==> config.mk <==
export PLATFORM = sky130hd
export DESIGN_NAME = fifo_sync
export DESIGN_NICKNAME = d
export VERILOG_FILES = /design/src/rtl/fifo_sync.sv
export SDC_FILE = /design/constraint.sdc
export NUM_CORES = 1
export LEC_CHECK = 0
export CAP_MARGIN = 20
export CORE_MARGIN = 3
export CORE_UTILIZATION = 25
export CTS_CLUSTER_DIAMETER = 200
export DETAILED_ROUTE_END_ITERATION = 12
export PLACE_DENSITY_LB_ADDON = 0.2
export SKIP_LAST_GASP = 1
export SLEW_MARGIN = 20
export SYNTH_ARGS = -nofsm -noshare
export SYNTH_HDL_FRONTEND = slang
export SYNTH_SLANG_ARGS = --single-unit
==> constraint.sdc <==
create_clock -name clk_i -period 19 [get_ports clk_i]
set_input_delay 3.8 -clock clk_i [delete_from_list [all_inputs] [get_ports clk_i]]
set_output_delay 3.8 -clock clk_i [all_outputs]
set_load 0.02 [all_outputs]
==> src/rtl/fifo_sync.sv <==
// fifo_sync: single-clock FIFO for in-order bookkeeping of outstanding
// transactions (push on request handshake, pop on response handshake).
// Provides full / empty / fill-threshold flags and a synchronous flush.
//
// Optional build macro: FIFO_FALL_THROUGH_EN
//   undefined (default): all outputs derive from registered state only.
//   defined: an empty FIFO presents data_i on data_o in the push cycle;
//            a same-cycle pop consumes it without it ever being stored.
module fifo_sync #(
    parameter int unsigned DATA_WIDTH = 32,
    parameter int unsigned DEPTH      = 8,
    parameter int unsigned THRESHOLD  = 1
) (
    input  logic                  clk_i,
    input  logic                  rst_i,
    input  logic                  testmode_i,
    input  logic                  flush_i,
    output logic                  full_o,
    output logic                  empty_o,
    output logic                  threshold_o,
    input  logic [DATA_WIDTH-1:0] data_i,
    input  logic                  push_i,
    output logic [DATA_WIDTH-1:0] data_o,
    input  logic                  pop_i
);

    // Pointers need at least one bit even for a single-entry FIFO.
    localparam int unsigned PTR_W = (DEPTH > 1) ? $clog2(DEPTH) : 1;
    localparam int unsigned CNT_W = $clog2(DEPTH) + 1;

    localparam logic [PTR_W-1:0] PTR_LAST = PTR_W'(DEPTH - 1);
    localparam logic [CNT_W-1:0] CNT_FULL = CNT_W'(DEPTH);
    localparam logic [CNT_W-1:0] CNT_THR  = CNT_W'(THRESHOLD);

    // Reject illegal configurations at elaboration time.
    if (DEPTH < 1 || (DEPTH & (DEPTH - 1)) != 0) begin : g_bad_depth
        $error("fifo_sync: DEPTH must be a power of two >= 1");
    end
    if (THRESHOLD < 1 || THRESHOLD > DEPTH) begin : g_bad_thr
        $error("fifo_sync: THRESHOLD must lie in 1..DEPTH");
    end

    // testmode_i has no functional effect; tie it off explicitly.
    logic unused_testmode;
    assign unused_testmode = testmode_i;

    logic [PTR_W-1:0]                 wr_ptr_q, wr_ptr_d;
    logic [PTR_W-1:0]                 rd_ptr_q, rd_ptr_d;
    logic [CNT_W-1:0]                 count_q, count_d;
    logic [DEPTH-1:0][DATA_WIDTH-1:0] mem_q;

    logic is_empty;
    logic is_full;
    logic bypass;
    logic push_acc;
    logic pop_acc;

    // Pointer advance with explicit wrap; a plain increment would not wrap
    // correctly when DEPTH == 1 (one-bit pointer, single slot).
    function automatic logic [PTR_W-1:0] ptr_inc(input logic [PTR_W-1:0] p);
        return (p == PTR_LAST) ? '0 : p + 1'b1;
    endfunction

    assign is_empty = (count_q == '0);
    assign is_full  = (count_q == CNT_FULL);

`ifdef FIFO_FALL_THROUGH_EN
    // Empty with push and pop together: the entry flows straight through.
    assign bypass = is_empty & push_i & pop_i;
`else
    assign bypass = 1'b0;
`endif

    // A push while full and a pop while empty are silently dropped.
    assign push_acc = push_i & ~is_full & ~bypass;
    assign pop_acc  = pop_i & ~is_empty;

    // Next-state for pointers and occupancy; flush wins over push/pop.
    always_comb begin
        wr_ptr_d = wr_ptr_q;
        rd_ptr_d = rd_ptr_q;
        count_d  = count_q;
        if (flush_i) begin
            wr_ptr_d = '0;
            rd_ptr_d = '0;
            count_d  = '0;
        end else begin
            if (push_acc) wr_ptr_d = ptr_inc(wr_ptr_q);
            if (pop_acc)  rd_ptr_d = ptr_inc(rd_ptr_q);
            unique case ({push_acc, pop_acc})
                2'b10:   count_d = count_q + 1'b1;
                2'b01:   count_d = count_q - 1'b1;
                default: count_d = count_q;
            endcase
        end
    end

    // Pointer and occupancy registers.
    always_ff @(posedge clk_i or posedge rst_i) begin
        if (rst_i) begin
            wr_ptr_q <= '0;
            rd_ptr_q <= '0;
            count_q  <= '0;
        end else begin
            wr_ptr_q <= wr_ptr_d;
            rd_ptr_q <= rd_ptr_d;
            count_q  <= count_d;
        end
    end

    // Storage: cleared by reset so data_o reads zero afterwards; flush only
    // drops occupancy and leaves the slot contents in place.
    always_ff @(posedge clk_i or posedge rst_i) begin
        if (rst_i) begin
            mem_q <= '0;
        end else if (push_acc && !flush_i) begin
            mem_q[wr_ptr_q] <= data_i;
        end
    end

    assign full_o      = is_full;
    assign threshold_o = (count_q >= CNT_THR);

`ifdef FIFO_FALL_THROUGH_EN
    // An incoming push makes an empty FIFO look non-empty immediately.
    assign empty_o = is_empty & ~push_i;
    assign data_o  = (is_empty && push_i) ? data_i : mem_q[rd_ptr_q];
`else
    // Head slot read; stale when empty.
    assign empty_o = is_empty;
    assign data_o  = mem_q[rd_ptr_q];
`endif

endmodule

==> reports/results.ini <==
[status]
outcome = finished clean

[die]
die-area_mm2 = 0.05352
core_mm2 = 0.04956
io_pins = 73
start_util_pct = 25.62
die_x_um = 231.3
rows = 81
die_h_um = 231.3

[final_layout]
utilization_pct = 29.99
nets = 847
drive_gt1_share_pct = 49.09
area_growth_pct = 17.09
layout_common_cells = dfrtp_1 (263), mux2_2 (169), mux2_4 (102), clkdlybuf4s50_1 (71), mux4_2 (64)
multi_input_area_mm2 = 0.005632
final_common_cell = dfrtp_1
fillers = 4896
regArea_mm2 = 0.006665

[worst_setup_path]
rr_worst_depth = 6
reg2reg_to = mem_q[207]
worstSetupEndpoint = data_o[31]
crit_type = register to output pin
cp_data_required_time_ns = 15.20
crit_arrival_ns = 3.57
critical_path.startpoint = rd_ptr_q[0]
crit_path_start_kind = register
rr_startpoint = count_q[0]
end_kind = output pin
worstPathMaxFanout = 49
r2r_slack_ns = 15.93

[sta]
timing.fmax_mhz = 135.7
setup_viol = 0
layout_min_cycle_time_ns = 7.371
fin_skew_ns = 0.01874
hold_violations = 0
slew_viol_final = 0
tns_ns = 0
worst_pin_slew_ns = 1.053
period_share_pct = 38.79
grt_setup_unrepaired = false
relSlewSlack_pct = 29.65

[global_routing]
grt_pass1_vias = 7186
met3_usage_pct = 2.126
antenna_found_initial = 3
busiest_layer = met2
grt_util_met2_pct = 17.69
grt_max_degree = 126
grt_pass1_wl_mm = 46.69
grtUsageMet1_pct = 16.26
gr-usage-all-layers_pct = 11.26
grt.overflow.total = 0

[route]
drc = 0
initialDrtViolationCount = 296
ant_nets = 0
vias_per_cell = 4.391
vias = 6543
dr.pass1.iters = 4
wl_per_cell_um = 19.88
totalWireLength_mm = 29.62

[job]
cap_violations = 0

[power]
p_per_area_mw_per_mm2 = 133.7
sequentialPowerShare_pct = 39.4
power.total_mw = 1.987
ir_worst_vdd_mv = 0.07749
switching_share_pct = 29.79
p_sw_mw = 0.5920
p_int_mw = 1.395
pwr-share-comb_pct = 32.2
total_leakage_power_nw = 6.878
p_clk_share_pct = 28.4

[synth]
synthesis.area_mm2 = 0.01269
syn_inst = 741
synth_cell_types = 42
synth.net_count = 787
yosysWarningCount = 0
syn_avg_cell_area_um2 = 17.13
yosys_register_bits = 266
ys_seq_area_share_pct = 52.43

[clock_network]
post_cts_buffers = 0
clock_sinks = 266
cts_buffers = 30
cts.clk_slew.worst_paths_ns = 0.06
cts_tree = yes
cts_buffer_depth = 3
cts_root_buf = clkbuf_16
holdBufCountCts = 0
clk_latency_ns = 0.56
htree_levels = 1
cts_resized = 0

[place]
port_buffers = 71
dp_hpwl_mm = 15.98
place.gp.congestion = 0.6665

[hold_path]
hp-class = register to register

-- kinds of logic after synthesis --
logic type	count (synthesis)	share of synthesized area [%]
flip-flops	266	52.43
XOR/XNOR	2	0.1380
buffers and inverters	53	3.203
AND/OR/NAND/NOR	39	2.464
adder cells (fa/ha/maj)	8	0.7885
AO/OA/AOI/OAI	20	0.9659
multiplexers	353	40.01
-- how the worst min path moves through the flow --
| stage | end | from | depth (start not counted) | slack (ns) |
|---|---|---|---|---|
| after floorplan | mem_q[222] | mem_q[222] | 1 | 0.46 |
| after global placement | mem_q[34] | mem_q[34] | 1 | 0.47 |
| after detailed placement | mem_q[78] | mem_q[78] | 1 | 0.48 |
| after CTS | mem_q[78] | mem_q[78] | 1 | 0.49 |
| after global routing | mem_q[78] | mem_q[78] | 1 | 0.50 |
| final | mem_q[93] | mem_q[93] | 1 | 0.49 |
-- power groups by stage --
stage	Clock [mW]	Combinational [mW]	Sequential (mW)
global route	0.610	0.689	0.803
finish	0.564	0.640	0.783
CTS	0.586	0.658	0.785
floorplan	0	0.464	0.752
detailed placement	0	0.654	0.795
global placement	0	0.652	0.792
-- metal layers --
| layer | vias to the layer above | routed length (um) |
|---|---|---|
| met4 | 2 | 529 |
| li1 | 2915 | - |
| met5 | - | 13 |
| met2 | 76 | 13910 |
| met1 | 3503 | 14210 |
| met3 | 47 | 957 |
-- registers in the layout (all words and copies together), names as in the netlist --
name,count
mem_q,256
wr_ptr_q,3
count_q,4
rd_ptr_q,3
-- metrics by stage --
| step | instance area [um2] | hold WS (ns) | std cells | setup slack (ns) |
|---|---|---|---|---|
| 2_1_floorplan | 12690 | 0.4587 | 741 | 7.875 |
| 5_1_grt | 14860 | 0.5017 | 1489 | 11.38 |
| 4_1_cts | 14860 | 0.4924 | 1489 | 11.46 |
| 3_5_place_dp | 13910 | 0.4785 | 1433 | 11.92 |
| 3_3_place_gp | 13910 | 0.4729 | 1433 | 11.92 |
| 6_report | 14860 | 0.4876 | 1490 | 11.63 |
-- cell type report --
class                   instances  area share, %
multi-input cells             422          37.89
well taps                     664          5.589
diodes                          1        0.01683
clock buffers                  42          5.766
inverters                       4         0.1515
repair buffers                 77          5.109
clock inverters                14         0.6397
flip-flops and latches        266          44.84
-- cell usage after synthesis, drive strengths merged --
cell type | n | share of area, %
nand2 | 13 | 0.44
xor2 | 2 | 0.14
nand4 | 2 | 0.22
nand4b | 2 | 0.37
nand3 | 3 | 0.26
and4b | 1 | 0.079
nor2 | 5 | 0.17
a211oi | 3 | 0.18
a21oi | 11 | 0.43
buf | 42 | 2.9
inv | 4 | 0.12
or4 | 1 | 0.059
mux2 | 289 | 29
a21boi | 1 | 0.059
a32oi | 1 | 0.069
nor2b | 2 | 0.099
o21ai | 1 | 0.039
and2 | 1 | 0.049
mux4 | 64 | 11
clkbuf | 7 | 0.21
nand3b | 3 | 0.40
o31ai | 1 | 0.059
nand2b | 1 | 0.049
or3 | 2 | 0.099
ha | 8 | 0.79
nor3 | 1 | 0.039
dfrtp | 266 | 52
o21a | 1 | 0.059
or4b | 1 | 0.079
and3 | 1 | 0.049
a2bb2oi | 1 | 0.069
-- critical path, stage by stage (launching register included) --
cell and delay [ns]:
dfrtp_4 0.68, buf_4 0.83, mux4_2 0.60, mux2_2 0.34
clkdlybuf4s50_1 0.56
Note: power is estimated with default switching activity, not from simulation.
